[src/rtl/apb_timer.sv]
// apb_timer: APB slave 32-bit down-counting timer with one-shot/auto-reload tick and level irq.
// Optional 16-bit prescaler at offset 0x10 when APB_TIMER_PRESCALER_EN is defined.
module apb_timer #(
    parameter int          CNT_W    = 32,
    parameter logic [31:0] RST_LOAD = 32'hFFFF_FFFF
) (
    input  logic        clk,
    input  logic        rst,
    input  logic        PSEL,
    input  logic [31:0] PADDR,
    input  logic        PENABLE,
    input  logic        PWRITE,
    input  logic [31:0] PWDATA,
    input  logic [3:0]  PSTRB,
    output logic [31:0] PRDATA,
    output logic        PREADY,
    output logic        PSLVERR,
    output logic        o_irq
);
    localparam logic [CNT_W-1:0] RST_CNT = RST_LOAD[CNT_W-1:0];
    localparam logic [CNT_W-1:0] ONE     = CNT_W'(1);

    logic [2:0]       r_ctrl;
    logic             r_expired, r_irq;
    logic [CNT_W-1:0] r_load, r_cnt;
    logic [7:0]       w_off;
    logic             w_mapped, w_bad, w_acc, w_wr, w_ctrl_wr, w_load_wr, w_stat_wr;
    logic             w_en_eff, w_tick, w_expire, w_unused;
    logic [31:0]      w_load32, w_cnt32, w_load_new, w_psc32;

    always_comb begin
        w_load32 = '0;
        w_load32[CNT_W-1:0] = r_load;
        w_cnt32 = '0;
        w_cnt32[CNT_W-1:0] = r_cnt;
        w_load_new = w_load32;
        for (int i = 0; i < 4; i++)
            w_load_new[8*i +: 8] = PSTRB[i] ? PWDATA[8*i +: 8] : w_load32[8*i +: 8];
    end

    assign w_off = PADDR[7:0];
`ifdef APB_TIMER_PRESCALER_EN
    assign w_mapped = (w_off[7:4] == 4'h0) || (w_off == 8'h10);
`else
    assign w_mapped = w_off[7:4] == 4'h0;
`endif
    assign w_bad     = !w_mapped || (w_off[1:0] != 2'b00) || (PWRITE && w_off == 8'h08);
    assign w_acc     = PSEL && PENABLE;
    assign w_wr      = w_acc && PWRITE && !w_bad;
    assign w_ctrl_wr = w_wr && w_off == 8'h00 && PSTRB[0];
    assign w_load_wr = w_wr && w_off == 8'h04;
    assign w_stat_wr = w_wr && w_off == 8'h0C && PSTRB[0] && PWDATA[0];
    // A CTRL write can stop the counter in the same cycle but only starts it on the next one
    assign w_en_eff  = w_ctrl_wr ? (r_ctrl[0] && PWDATA[0]) : r_ctrl[0];
    assign w_expire  = w_tick && r_cnt == '0;

`ifdef APB_TIMER_PRESCALER_EN
    logic [15:0] r_psc, r_pcnt;
    logic        w_psc_wr;
    assign w_psc_wr = w_wr && w_off == 8'h10;
    assign w_tick   = w_en_eff && r_pcnt == r_psc;
    assign w_psc32  = {16'h0, r_psc};
    always_ff @(posedge clk or posedge rst) begin
        if (rst) begin
            r_psc  <= '0;
            r_pcnt <= '0;
        end else begin
            if (w_psc_wr)
                r_psc <= {PSTRB[1] ? PWDATA[15:8] : r_psc[15:8], PSTRB[0] ? PWDATA[7:0] : r_psc[7:0]};
            r_pcnt <= (!r_ctrl[0] || w_psc_wr || r_pcnt == r_psc) ? 16'd0 : r_pcnt + 16'd1;
        end
    end
`else
    assign w_tick  = w_en_eff;
    assign w_psc32 = '0;
`endif

    always_ff @(posedge clk or posedge rst) begin
        if (rst) begin
            r_ctrl    <= '0;
            r_expired <= 1'b0;
            r_irq     <= 1'b0;
            r_load    <= RST_CNT;
            r_cnt     <= RST_CNT;
        end else begin
            if (w_ctrl_wr)
                r_ctrl <= PWDATA[2:0];
            if (w_expire && !r_ctrl[2])
                r_ctrl[0] <= 1'b0;
            if (w_load_wr)
                r_load <= w_load_new[CNT_W-1:0];
            r_cnt     <= w_load_wr ? w_load_new[CNT_W-1:0] :
                         !w_tick ? r_cnt :
                         r_cnt != '0 ? r_cnt - ONE :
                         r_ctrl[2] ? r_load : r_cnt;
            r_expired <= w_expire || (r_expired && !w_stat_wr);
            r_irq     <= r_expired && r_ctrl[1];
        end
    end

    assign PRDATA  = (!PSEL || PWRITE || w_bad) ? 32'h0 :
                     w_off == 8'h00 ? {29'h0, r_ctrl} :
                     w_off == 8'h04 ? w_load32 :
                     w_off == 8'h08 ? w_cnt32 :
                     w_off == 8'h0C ? {31'h0, r_expired} : w_psc32;
    assign PREADY  = 1'b1;
    assign PSLVERR = w_acc && w_bad;
    assign o_irq   = r_irq;
    assign w_unused = ^{PADDR[31:8], PWDATA, w_load_new};
endmodule
[config.mk]
export PLATFORM = sky130hd
export DESIGN_NAME = apb_timer
export DESIGN_NICKNAME = d
export VERILOG_FILES = /design/src/rtl/apb_timer.sv
export SDC_FILE = /design/constraint.sdc
export NUM_CORES = 1
export LEC_CHECK = 0
export ABC_AREA = 1
export ABC_CLOCK_PERIOD_IN_PS = 1800
export CAP_MARGIN = 40
export CORE_MARGIN = 4
export CORE_UTILIZATION = 30
export DETAILED_ROUTE_END_ITERATION = 8
export GPL_ROUTABILITY_DRIVEN = 1
export HOLD_SLACK_MARGIN = 0.03
export PLACE_DENSITY_LB_ADDON = 0.3
export SLEW_MARGIN = 20
export SYNTH_ARGS = -nofsm -noshare
export SYNTH_HDL_FRONTEND = slang
export SYNTH_SLANG_ARGS = --single-unit
[constraint.sdc]
create_clock -name clk -period 1.8 [get_ports clk]
set_input_delay 0.18 -clock clk [delete_from_list [all_inputs] [get_ports clk]]
set_output_delay 0.18 -clock clk [all_outputs]
set_load 0.01 [all_outputs]
**After elaboration in Yosys (flattened, before gate mapping)**

Cells that the tools add are included.

- Reductions and logical operators: 35
- Muxes and demuxes: 16
- Equality and inequality tests: 3
- $add $sub $neg: 1

Operator list:

| operator | count |
|---|---|
| 32-bit 2-to-1 mux | 8 |
| 32-bit logical NOT | 1 |
| 8-bit 2-to-1 mux | 4 |
| 32-bit nonzero test | 1 |
| 32-bit by 1-bit subtractor with 32-bit output, second input constant | 1 |
| 8-bit by 4-bit equality test with 1-bit output, second input constant | 2 |
| 1-bit logical AND | 16 |
| 8-bit by 3-bit equality test with 1-bit output, second input constant | 1 |
| 8-bit logical NOT | 1 |
| 2-bit nonzero test | 3 |
| 1-bit logical NOT | 5 |
| 1-bit logical OR | 5 |
| 4-bit logical NOT | 1 |
| 1-bit 2-to-1 mux | 4 |
| 3-bit nonzero test | 1 |
| 2-bit AND reduction | 1 |

- Flip-flop bits (word level): 69
- Word-level logic and storage cells: 61

**Longest topological paths before layout**

- Depth in word-level cells: 12
- Gate-level depth with buffers: 13
- Gate-level depth less buffers: 13

**Least setup slack after synthesis**

Ideal clock, no wire load.

- Path type: flip-flop to flip-flop
- Start: register r_cnt[0]
- End: register r_cnt[10]
- Cell stages (with the launch flop): 13
- Data arrival time: 1596 ps
- Slack: 143 ps
- Data required time: 1739 ps
- Cells stage by stage: dfstp_2 inv_1 ha_1 nand2_1 nor2_1 nand3_1 nor2_2 nand2_1 nand3_2 nand2_4 buf_6 nand2_1 nand2_1

- Longest elaborated chain between the ends: 4
- Elaborated cells on any way between the ends: 7
- Classes of those cells: add/sub: 1; mux: 3; reduce/logical: 3

Ends and longest elaborated chain:

| what | RTL line | RTL |
|---|---|---|
| start: declaration | 25 | `logic [CNT_W-1:0] r_load, r_cnt;` |
| start signal: assignment | 92 | `r_cnt <= w_load_wr ? w_load_new[CNT_W-1:0] :` |
| 32-bit by 1-bit subtractor with 32-bit output / 32-bit nonzero test (equally long branches) | 94 | `r_cnt != '0 ? r_cnt - ONE :` |
| 32-bit 2-to-1 mux | 94 |  |
| 32-bit 2-to-1 mux | 93 | `!w_tick ? r_cnt :` |
| 32-bit 2-to-1 mux | 92 |  |

Parallel ways exist; a longest one is shown, timed or not. The select of a mux whose other input is x is not followed.
A chain may end at the register's enable or synchronous reset.

**Worst setup path after layout**

- Start: register r_cnt[27]
- End: register r_cnt[24]

- Longest elaborated chain between the ends: 4
- Elaborated cells on any way between the ends: 6
- Classes of those cells: mux: 3; reduce/logical: 3

Ends and longest elaborated chain:

| what | RTL line |
|---|---|
| 32-bit nonzero test (*) | 94 |
| 32-bit 2-to-1 mux | 94 |
| 32-bit 2-to-1 mux | 93 |
| 32-bit 2-to-1 mux | 92 |

Every way passes the cells marked *; elsewhere a longest branch is shown, timed or not. The select of a mux whose other input is x is not followed.

==> impl_metrics.tcl <==
set metrics [dict create \
    required_ps 2080 \
    htree_num_levels 3 \
    power_mw 4.059 \
    place_inst 1258 \
    insertion_delay_ps 350 \
    cts_buffer_depth 2 \
    synthTopCellsByArea "dfstp_2 30%, nand2_1 23%, nand3_1 12%" \
    yosysSeqAreaShare 0.3268 \
    multi_input_area_mm2 0.003531 \
    crit_arrival_ps 2020 \
    grt_pass1_wl_um 29250 \
    crit_type "reg2reg" \
    p_leak_nw 4.139 \
    status "complete, no violations" \
    clkTransAtPathRegs_ps 60 \
    yosys-top-cells-count "336 x nand2_1, 131 x nand3_1, 77 x inv_1, 71 x nor2_1, 64 x dfstp_2" \
    finalMaxSlewViolations 0 \
    antenna_found_initial 0 \
    place_congestion 0.9358 \
    syn_nets 961 \
    floorplan.io_pins 108 \
    synth.most_common_cell "nand2_1" \
    ys_warn_count 0 \
    drive_above_1_share 0.3343 \
    yosysTopAreaCellShare 0.3041 \
    crit_start "r_cnt[27]$_DFFE_PP1P_" \
    setup-violations-final 0 \
    ys_types 35 \
    die_h_um 143.8 \
    r2r_start "r_cnt[27]$_DFFE_PP1P_" \
    globalRoute.totalOverflow 0 \
    n_antenna_cell 0 \
    dp_hpwl_um 13620 \
    synth_ff_type "dfstp_2" \
    fmax_ghz 0.5731 \
    syn_inst 886 \
    finalHoldViolCount 0 \
    tns_ps 0 \
    rsz0062_at_grt "true" \
    core_region_area_mm2 0.01802 \
    cts.sinks 69 \
    drcViolationCount 0 \
    cts_tree "built" \
    final-seq-area_mm2 0.001807 \
    vias 6162 \
    grt_pass1_vias 5712 \
    drv_cap 0 \
    detail_route.wl_per_cell_um 14.47 \
    ys_ff_latch 69 \
    clockRootBuffer "clkbuf_16" \
    clock_skew_ps 3.836 \
    routed_wl_um 18590 \
    peakVddDrop_v 0.0004539 \
    crit_path_end_kind "flop" \
    dr.first_iter.drc_count 349 \
    port_buffers 82 \
    dieArea_mm2 0.02067 \
    avgViaCountPerCell 4.795 \
    die_width_um 143.8 \
    hp-class "in2async" \
    finalNonFillerCells 1285 \
    synth_edf_count 0 \
    utilization 0.4470 \
    nNetsFinal 1126 \
    fin_crit_sh 0.9694 \
    groute.usage.overall 0.1779 \
    initial_utilization 0.3067 \
    cellPowerDensity_mw_per_mm2 503.7 \
    grt_max_degree 70 \
    synth_area_leader_cell "dfstp_2" \
    syn2layout_area_growth_pct 45.73 \
    async_flop_share 1.000 \
    final_antenna_net_count 0 \
    cp_max_fo 8 \
    rows 49 \
    avgSynthCellArea_um2 6.240 \
    synth.cell_area_mm2 0.005529 \
    cts_buffers 9 \
    period_needed_ps 1745 \
    n_fill_cell 1887 \
    worst_setup_path_start_kind "flop" \
    first_pass_iters 7 \
]
==> placed cells by master, fill, tap and decap left out, types with 3 or more instances in the layout <==
master | netlist | layout
mux2_2 | 8 | 8
clkbuf_2 | 0 | 6
nand3_2 | 1 | 9
nand4_1 | 8 | 8
buf_2 | 6 | 28
clkinv_2 | 0 | 3
a21oi_1 | 33 | 9
nor2_4 | 3 | 18
nand3_1 | 131 | 122
buf_12 | 0 | 12
o21ai_1 | 1 | 4
nor2_2 | 13 | 22
nor2_1 | 71 | 47
buf_6 | 11 | 9
a21oi_4 | 0 | 3
clkbuf_16 | 0 | 12
clkbuf_8 | 0 | 3
nand3b_1 | 4 | 4
clkdlybuf4s50_1 | 0 | 39
dfrtp_1 | 5 | 5
inv_1 | 77 | 70
clkdlybuf4s15_1 | 0 | 3
nand2_1 | 336 | 319
buf_4 | 6 | 86
o21ai_0 | 62 | 59
dlygate4sd2_1 | 0 | 3
a21oi_2 | 0 | 21
dfstp_2 | 64 | 64
nand2_2 | 3 | 18
xnor2_1 | 3 | 3
inv_2 | 6 | 9
==> per-stage QoR <==
step | hold slack [ps] | area, µm² | setup WS [ps]
finish | 291.6 | 8058 | 55.09
CTS | 307.0 | 7711 | 6.375
global route | 324.7 | 8058 | -66.95
floorplan | 319.4 | 5533 | 143.3
global placement | 438.6 | 7239 | -568.2
detailed placement | 454.6 | 7239 | -595.3
==> path summary, 6_finish.rpt <==
path,end,slack [ps],depth (start not counted)
worst max-delay path,r_cnt[24]$_DFFE_PP1P_,60,11
worst min-delay path,o_irq$_DFF_PP0_,290,3
worst max register to register,r_cnt[24]$_DFFE_PP1P_,60,11
worst min register to register,o_irq$_DFF_PP0_,460,2
max in group asynchronous,r_cnt[18]$_DFFE_PP1P_,1170,3
min in group clk,o_irq$_DFF_PP0_,460,2
==> registers in the layout, indices dropped and copies added, names as in the netlist <==
signal / count
r_expired: 1
r_load: 32
r_cnt: 32
r_ctrl: 3
o_irq: 1
==> what timing repair did <==
item	in CTS	in global routing
pin swaps	7	19
setup buffers	5	1
gates resized for setup	188	94
cloned	2	3
setup endpoints to repair	83	65
hold buffers	0	0
==> area by class of cell <==
type / count / share of cell area
Tap cell: 229 / 0.03556
Inverter: 83 / 0.04146
Timing Repair Buffer: 195 / 0.2219
Clock buffer: 12 / 0.03307
Clock inverter: 4 / 0.005590
Multi-Input combinational cell: 693 / 0.4382
Sequential cell: 69 / 0.2242
==> power by group <==
part           internal, mW  total, mW  switching [mW]
sequential             1.56       1.57         0.00359
clock                  1.18       1.87           0.696
combinational         0.288      0.617           0.328
total                  3.03       4.06            1.03
==> worst max-delay path, cell delays in order, from the launching register on <==
cell and delay, ps:
dfstp_2 380, nor2_1 150, nand2_1 100, nor2_1 160, nand3_2 120, nor2_4 150
nand2_2 80, nand3_4 160, nand2_8 100, clkbuf_16 180, nand2_2 60, nand2_1 50
==> cell families (layout without fill, tap and decap cells) <==
kind of cell             count (synthesis)  after routing  share of synthesized area
AO/OA/AOI/OAI                           99             99                    0.09097
XOR/XNOR                                 4              4                   0.006337
adder cells (fa/ha/maj)                  2              2                   0.004525
buffers and inverters                  124            294                     0.1045
flip-flops                              69             69                     0.3268
multiplexers                             8              8                    0.01629
other                                    1              1                  0.0006782
AND/OR/NAND/NOR                        579            579                     0.4499
==> per-layer routing <==
layer / part of all wire / routed length, µm / vias up / GRT usage
li1: - / - / 3168 / -
met1: 0.48 / 9000 / 2836 / 0.2454
met5: 0 / 0 / - / 0
met4: 0.015 / 274 / 0 / 0.05649
met2: 0.45 / 8406 / 137 / 0.2860
met3: 0.049 / 910 / 21 / 0.02795
(Power assumes the default switching activity.)
